## src/rtl/alu_share_arb.sv

```systemverilog
// Two-port arbiter in front of one shared combinational ALU: the winning op is
// registered into an issue stage that drives the ALU, and the result is registered into a tagged response stage.
module alu_share_arb #(
  parameter int unsigned MODE       = 0,
  parameter int unsigned STARVE_MAX = 4
) (
  input  logic        clk,
  input  logic        rst_n,
  input  logic        flush_i,

  input  logic        req0_valid_i,
  output logic        req0_ready_o,
  input  logic [31:0] req0_a_i,
  input  logic [31:0] req0_b_i,
  input  logic [5:0]  req0_fun_i,
  input  logic        req0_sign_i,

  input  logic        req1_valid_i,
  output logic        req1_ready_o,
  input  logic [31:0] req1_a_i,
  input  logic [31:0] req1_b_i,
  input  logic [5:0]  req1_fun_i,
  input  logic        req1_sign_i,

  output logic [31:0] alu_a_o,
  output logic [31:0] alu_b_o,
  output logic [5:0]  alu_fun_o,
  output logic        alu_sign_o,
  input  logic [31:0] alu_z_i,

  output logic        rsp0_valid_o,
  output logic        rsp1_valid_o,
  output logic [31:0] rsp_z_o,
  output logic        busy_o
);

  localparam logic [3:0] STARVE_LIM = 4'(STARVE_MAX);

  logic        pick1;
  logic        ready0;
  logic        ready1;
  logic        accept;

  logic        last_grant_q, last_grant_d;
  logic [3:0]  starve_q, starve_d;

  logic        iss_valid_q, iss_valid_d;
  logic        iss_port_q, iss_port_d;
  logic [31:0] iss_a_q, iss_a_d;
  logic [31:0] iss_b_q, iss_b_d;
  logic [5:0]  iss_fun_q, iss_fun_d;
  logic        iss_sign_q, iss_sign_d;

  logic [1:0]  rsp_valid_q, rsp_valid_d;
  logic [31:0] rsp_z_q, rsp_z_d;

  // pick1 only matters on a tie: it says port 1 should win when both request.
  generate
    if (MODE == 0) begin : g_round_robin
      assign pick1 = ~last_grant_q;
    end else begin : g_fixed_prio
      assign pick1 = (starve_q == STARVE_LIM);
    end
  endgenerate

  assign ready0 = req0_valid_i & ~flush_i & ~(req1_valid_i & pick1);
  assign ready1 = req1_valid_i & ~flush_i & (~req0_valid_i | pick1);
  assign accept = ready0 | ready1;

  always_comb begin
    iss_valid_d  = accept;
    iss_port_d   = iss_port_q;
    iss_a_d      = iss_a_q;
    iss_b_d      = iss_b_q;
    iss_fun_d    = iss_fun_q;
    iss_sign_d   = iss_sign_q;
    last_grant_d = last_grant_q;
    if (ready1) begin
      iss_port_d   = 1'b1;
      iss_a_d      = req1_a_i;
      iss_b_d      = req1_b_i;
      iss_fun_d    = req1_fun_i;
      iss_sign_d   = req1_sign_i;
      last_grant_d = 1'b1;
    end else if (ready0) begin
      iss_port_d   = 1'b0;
      iss_a_d      = req0_a_i;
      iss_b_d      = req0_b_i;
      iss_fun_d    = req0_fun_i;
      iss_sign_d   = req0_sign_i;
      last_grant_d = 1'b0;
    end
  end

  // The counter runs in both modes but only steers the grant in fixed-priority mode.
  always_comb begin
    starve_d = starve_q;
    if (!req1_valid_i || ready1) begin
      starve_d = 4'd0;
    end else if (!flush_i && (starve_q != STARVE_LIM)) begin
      starve_d = starve_q + 4'd1;
    end
  end

  genvar gi;
  generate
    for (gi = 0; gi < 2; gi++) begin : g_rsp_valid
      assign rsp_valid_d[gi] = iss_valid_q & (iss_port_q == 1'(gi)) & ~flush_i;
    end
  endgenerate

  assign rsp_z_d = iss_valid_q ? alu_z_i : rsp_z_q;

  always_ff @(posedge clk or negedge rst_n) begin
    if (!rst_n) begin
      last_grant_q <= 1'b1;
      starve_q     <= 4'd0;
      iss_valid_q  <= 1'b0;
      iss_port_q   <= 1'b0;
      iss_a_q      <= 32'd0;
      iss_b_q      <= 32'd0;
      iss_fun_q    <= 6'd0;
      iss_sign_q   <= 1'b0;
      rsp_valid_q  <= 2'b00;
      rsp_z_q      <= 32'd0;
    end else begin
      last_grant_q <= last_grant_d;
      starve_q     <= starve_d;
      iss_valid_q  <= iss_valid_d;
      iss_port_q   <= iss_port_d;
      iss_a_q      <= iss_a_d;
      iss_b_q      <= iss_b_d;
      iss_fun_q    <= iss_fun_d;
      iss_sign_q   <= iss_sign_d;
      rsp_valid_q  <= rsp_valid_d;
      rsp_z_q      <= rsp_z_d;
    end
  end

  assign req0_ready_o = ready0;
  assign req1_ready_o = ready1;
  assign alu_a_o      = iss_a_q;
  assign alu_b_o      = iss_b_q;
  assign alu_fun_o    = iss_fun_q;
  assign alu_sign_o   = iss_sign_q;
  assign rsp0_valid_o = rsp_valid_q[0];
  assign rsp1_valid_o = rsp_valid_q[1];
  assign rsp_z_o      = rsp_z_q;
  assign busy_o       = iss_valid_q | rsp_valid_q[0] | rsp_valid_q[1];

`ifndef SYNTHESIS
  a_grant_onehot: assert property (@(posedge clk) disable iff (!rst_n) !(ready0 && ready1));
  a_no_grant_on_flush: assert property (@(posedge clk) disable iff (!rst_n) flush_i |-> !accept);
`endif

endmodule

```

## config.mk

```make
export PLATFORM = sky130hd
export DESIGN_NAME = alu_share_arb
export DESIGN_NICKNAME = d
export VERILOG_FILES = /design/src/rtl/alu_share_arb.sv
export SDC_FILE = /design/constraint.sdc
export NUM_CORES = 1
export LEC_CHECK = 0
export ABC_AREA = 1
export ABC_CLOCK_PERIOD_IN_PS = 3100
export BUFFER_PORTS_ARGS = -buffer_cell sky130_fd_sc_hd__buf_4
export CAP_MARGIN = 20
export CORE_AREA = 2 2 112 114
export CTS_CLUSTER_SIZE = 8
export DETAILED_ROUTE_END_ITERATION = 10
export DIE_AREA = 0 0 114 116
export PLACE_DENSITY = 0.81
export SYNTH_ARGS = -nofsm -noshare
export SYNTH_HDL_FRONTEND = slang
export SYNTH_SLANG_ARGS = --single-unit
```

## constraint.sdc

```tcl
create_clock -name clk -period 3.1 [get_ports clk]
set_input_delay 0 -clock clk [delete_from_list [all_inputs] [get_ports clk]]
set_output_delay 0 -clock clk [all_outputs]
set_load 0.1 [all_outputs]
```

## Word level (Yosys, flattened, before mapping)

Cells that the tools add are included.
Widths: inputs -> output; s select.

| storage, ports and cells | value |
|---|---|
| input port bits | 179 |
| logic and storage cells | 38 |
| register bits | 108 |

| operators by class | value |
|---|---|
| bitwise gates (word level) | 18 |
| reductions and logical operators | 1 |
| muxes and demuxes | 10 |

Operators with widths:

| cell | number |
|---|---|
| $mux 32 | 4 |
| $mux 6 | 2 |
| $and 1x1->1 | 9 |
| $not 1->1 | 5 |
| $mux 1 | 4 |
| $or 1x1->1 | 4 |
| $reduce_bool 2->1 | 1 |

## Logic depth before layout (Yosys ltp)

| logic depth | value |
|---|---|
| depth after elaboration | 6 |
| gate-level depth with buffers | 7 |
| depth with buffers taken out | 5 |

## Least setup slack after synthesis

No wires, ideal clock.

| timing path | value |
|---|---|
| path kind | register -> output |
| start point | register last_grant_q |
| end point | output port req0_ready_o |
| required time | 3.100 ns |
| path slack | 1.055 ns |
| buffers on the path | 0 |
| arrival | 2.045 ns |
| stages on the path, launching flop included | 3 |
| cell sequence | dfstp_2 -> inv_1 -> a21oi_1 |

| between the ends | value |
|---|---|
| longest elaborated chain between the ends | 4 |

Ends and longest elaborated chain:

| element | line | source |
|---|---|---|
| from (decl) | 44 | `logic last_grant_q, last_grant_d;` |
| from (signal assigned) | 127 | `last_grant_q <= last_grant_d;` |
| $not 1->1 | 60 | `assign pick1 = ~last_grant_q;` |
| $and 1x1->1 | 66 | `assign ready0 = req0_valid_i & ~flush_i & ~(req1_valid_i & pick1);` |
| $not 1->1 | 66 |  |
| $and 1x1->1 | 66 |  |
| to (decl) | 12 | `output logic req0_ready_o,` |

No other way between the ends.

## Worst setup path in the final report

| timing path | value |
|---|---|
| start point | input port flush_i |
| end point | register iss_b_q[22] (netlist: alu_b_o[22]) |

| between the ends | value |
|---|---|
| longest elaborated chain between the ends | 4 |

Ends and longest elaborated chain:

| element | line | source |
|---|---|---|
| from (decl) | 9 | `input logic flush_i,` |
| $not 1->1 * | 66, 67 |  |
| $and 1x1->1 (on tied branches) (2 in a row) | 67, 66 |  |
| $mux 32 or $reduce_bool 2->1 (tied branches) | n/a |  |
| to (signal assigned) | 132 | `iss_b_q <= iss_b_d;` |
| to (decl) | 50 | `logic [31:0] iss_b_q, iss_b_d;` |

Every way passes the cells marked *; elsewhere a longest branch is shown, timed or not.
A chain may end at the register's enable or synchronous reset.

==> reports/qor_table.md <==
| Stage | Parameter | This run |
|:---|:---|:---|
| global routing | Total global routing overflow | 0 |
| finish | Leading cell type in the layout, fill and taps excluded | sky130_fd_sc_hd__nand2_1 |
| finish | Multi-input gate area in the final layout | 1950 um2 |
| synth | Share of the synthesized area in the top cell type | 49.1% |
| synth | Top cells by area in the synthesized netlist | sky130_fd_sc_hd__dfrtp_1 (49%), sky130_fd_sc_hd__nand2_1 (21%), sky130_fd_sc_hd__nand3_1 (13%), sky130_fd_sc_hd__inv_1 (9.9%), sky130_fd_sc_hd__clkbuf_1 (1.4%) |
| clock network | Clock transition at the registers of the reported paths | 0.07 ns |
| clock network | H-tree level count | 3 |
| clock network | Resize count post-CTS | 0 |
| timing | Worst-margin pin slew | 0.923 ns |
| global routing | Number of antenna violations at the first check in global routing | 0 |
| clock network | Sinks on Clock Net | 108 |
| finish | Most frequent cells in the layout | sky130_fd_sc_hd__nand2_1 (310), sky130_fd_sc_hd__buf_4 (294), sky130_fd_sc_hd__dlygate4sd3_1 (174) |
| timing | Maximum operating frequency | 395 MHz |
| worst setup path | Critical path capture point type | flip-flop |
| worst setup path | CP Class | in -> reg |
| hold path | WHS Path Cells | 5 |
| synth | Area leader, netlist | sky130_fd_sc_hd__dfrtp_1 |
| synth | Post-synthesis average cell area | 7.14 um2 |
| clock network | CTS tree | built |
| clock network | Number of buffers added by the clock tree synthesis step | 9 |
| synth | Net Count, Synth | 942 |
| power | Cell-internal power | 2.92 mW |
| die | Initial standard-cell utilization of the core | 45.8% |
| place | Post-detailed-placement half-perimeter wirelength | 11400 um |
| worst setup path | Arrival time at the worst endpoint | 2.77 ns |
| clock network | Clock network latency to the later pin of the worst-skew pair | 0.35 ns |
| drt | Vias per std cell | 5.06 |
| power | Overall power after layout | 5.47 mW |
| synth | Number of distinct standard cells referenced by the synthesized netlist | 18 |
| clock network | Number of buffers on the longest clock path | 2 |
| drt | Routed wire length | 21800 um |
| worst setup path | FF-to-FF path depth | 7 |
| die | Die ar. | 13200 um2 |
| synth | Number of synthesized register bits | 108 |
| power | Leakage dissipation | 5.50 nW |
| drt | Via Count | 6830 |
| die | Horizontal extent of the die | 114 um |
| hold path | Path type of the worst min-delay path | in -> reg |
| drt | Initial DRT Pass Iterations | 6 |
| power | Share of power burned in the clock network | 21.4% |
| finish | Fraction of final layout cells sized beyond drive strength 1 | 26.5% |
| timing | Shortest period the worst path allows | 2.53 ns |
| global routing | Via count of the first global-routing pass | 6960 |
| power | VDD IR max | 0.000345 V |
| timing | PnR worst setup slack | 0.570 ns |
| synth | Yosys warnings | 0 |
| power | Net load switching power | 2.55 mW |
| timing | Setup violation total in the final timing report | 0 |
| worst setup path | Maximum fanout along the worst path | 37 |
| place | Placement-stage worst setup slack | 1.38 ns |
| finish | Net count reported at finish | 1378 |
| global routing | Overall global routing resource usage | 32.6% |
| finish | ANT cells | 0 |
| worst setup path | CP max stage delay | 0.72 ns |
| worst setup path | Type of origin of the critical path | input port |
| power | Sequential Power Share | 31.3% |
| worst setup path | Critical-path cell with the highest stage delay | sky130_fd_sc_hd__nor2_4 |
| drt | Drt initial violations | 787 |
| synth | Mapped Cells | 763 |
| place | Count of input and output buffers | 286 |
| flow run | Max-capacitance violation count | 0 |
| worst setup path | CP cell instances | dlygate4sd3_1, buf_4, nor2_4, buf_4, nand3_1, nand3_1, dlygate4sd3_1, nand2_1 |
| global routing | Largest net degree at the start of global routing | 72 |
| power | Share of power burned in combinational logic | 47.2% |
| finish | Area delta synth->final | 77.2% |
| timing | RSZ-0062 raised after global routing | no |
| drt | DRC | 0 |
| finish | Fill cell count | 660 |
| timing | Layout Skew | 0.00660 ns |
| die | # IOs | 287 |
| die | Overall die height | 116 um |
| synth | Proportion of synthesized chip area in sequential cells | 49.6% |
| finish | Sequential cell area | 2700 um2 |
| place | GPL Wtd Cong | 0.833 |
| run status | Status | finished, final reports clean |
| die | Rows | 40 |
| timing | Max-slew violation count | 0 |
| die | Core Box Area | 11900 um2 |
| timing | Number of hold-slack violations in the final timing report | 0 |
| timing | Slew margin rel. | 38.3% |
| worst setup path | Data required time at the worst endpoint | 3.34 ns |
| clock network | Clock tree root driver cell | sky130_fd_sc_hd__clkbuf_16 |
| drt | Average wire per cell in the routed design | 16.2 um |
| power | Switching fraction of total power | 46.6% |
| timing | Setup_tns | 0 ns |
| drt | Count of nets left with antenna violations after detail routing | 0 |
| finish | Post-route core utilization | 81.1% |
| global routing | Wire length of the first global-routing pass | 33600 um |
| synth | Post-synthesis instance area | 5450 um2 |
| power | Power density of the placed cells | 566 nW/um2 |
| timing | Portion of the clock cycle consumed by the worst path in the final layout | 81.6% |
[cells by family after synthesis]
group / share of synthesized area (%)
AOI/OAI and AO/OA: 0.574
buffers and inverters: 14.6
DFF: 49.6
and+or+nand+nor: 35.2
[synth_stat cells]
| cell | instances |
|---|---|
| sky130_fd_sc_hd__buf_4 | 5 |
| sky130_fd_sc_hd__nand3_2 | 1 |
| sky130_fd_sc_hd__buf_6 | 5 |
| sky130_fd_sc_hd__nand3_1 | 142 |
| sky130_fd_sc_hd__o21ai_4 | 1 |
| sky130_fd_sc_hd__a21oi_1 | 1 |
| sky130_fd_sc_hd__clkbuf_1 | 20 |
| sky130_fd_sc_hd__inv_1 | 144 |
| sky130_fd_sc_hd__or3_1 | 1 |
| sky130_fd_sc_hd__inv_2 | 5 |
| sky130_fd_sc_hd__o21ai_1 | 2 |
| sky130_fd_sc_hd__nand2_2 | 1 |
| sky130_fd_sc_hd__dfrtp_1 | 107 |
| sky130_fd_sc_hd__buf_2 | 14 |
| sky130_fd_sc_hd__nor3_1 | 2 |
| sky130_fd_sc_hd__nor2_4 | 1 |
| sky130_fd_sc_hd__nand2_1 | 310 |
| sky130_fd_sc_hd__dfstp_2 | 1 |
[final cells by class]
| type | count | share of cell area, % |
|---|---|---|
| clock buffers | 12 | 2.55 |
| clock inverters | 4 | 0.518 |
| inverters | 149 | 5.79 |
| multi-input cells | 462 | 20.2 |
| flip-flops and latches | 108 | 28.0 |
| well taps | 147 | 1.90 |
| repair buffers | 469 | 41.1 |
[through the flow]
stage / hold WS, ns / cells / cell area (um2)
6_report: 0.0287 / 1351 / 9660
5_1_grt: 0.0317 / 1351 / 9660
4_1_cts: 0.00150 / 1351 / 9660
3_5_place_dp: -0.0284 / 1161 / 7620
3_3_place_gp: -0.0369 / 1161 / 7620
2_1_floorplan: -0.296 / 763 / 5450
[worst max-delay path, delay by kind of cell]
kind / cells / cell delay (ns)
AND/OR/NAND/NOR: 4 / 1.07
buffers and inverters: 4 / 1.70
[state kept, by name, summed over array words and instances (netlist names)]
register / count
rsp_z_o: 32
alu_a_o: 32
alu_fun_o: 6
iss_valid_q: 1
iss_port_q: 1
rsp_valid_q: 2
alu_b_o: 32
alu_sign_o: 1
last_grant_q: 1
[power by group through the flow]
stage               combinational (mW)  sequential [mW]  clock, mW
floorplan                        0.376             3.05          0
global placement                  2.32             1.72          0
detailed placement                2.34             1.72          0
CTS                               2.53             1.70       1.18
global route                      2.68             1.73       1.24
finish                            2.58             1.71       1.17
[what timing repair did]
action	CTS	global route
setup buffers	0	0
hold endpoints to repair	137	0
hold buffers	174	0
[per-layer routing]
metal	vias to the layer above	track usage, %	wire length (um)
li1	3137	-	-
met1	3186	33.7	7390
met2	393	59.5	11500
met3	114	7.95	1550
met4	0	20.7	1330
met5	-	0	0
[path summary, 6_finish.rpt]
| kind | start | end | slack [ns] |
|---|---|---|---|
| setup / recovery | flush_i | alu_b_o[22]$_DFFE_PN0P_ | 0.57 |
| hold / removal | req1_a_i[4] | alu_a_o[4]$_DFFE_PN0P_ | 0.03 |
| setup reg to reg | last_grant_q$_DFFE_PN1P_ | alu_b_o[31]$_DFFE_PN0P_ | 0.75 |
| hold reg to reg | iss_port_q$_DFFE_PN0P_ | rsp_valid_q[0]$_DFF_PN0_ | 0.44 |
| max in group asynchronous | rst_n | alu_a_o[30]$_DFFE_PN0P_ | 2.10 |
| min in group asynchronous | rst_n | rsp_z_o[21]$_DFFE_PN0P_ | 0.14 |
(Power assumes the default switching activity.)
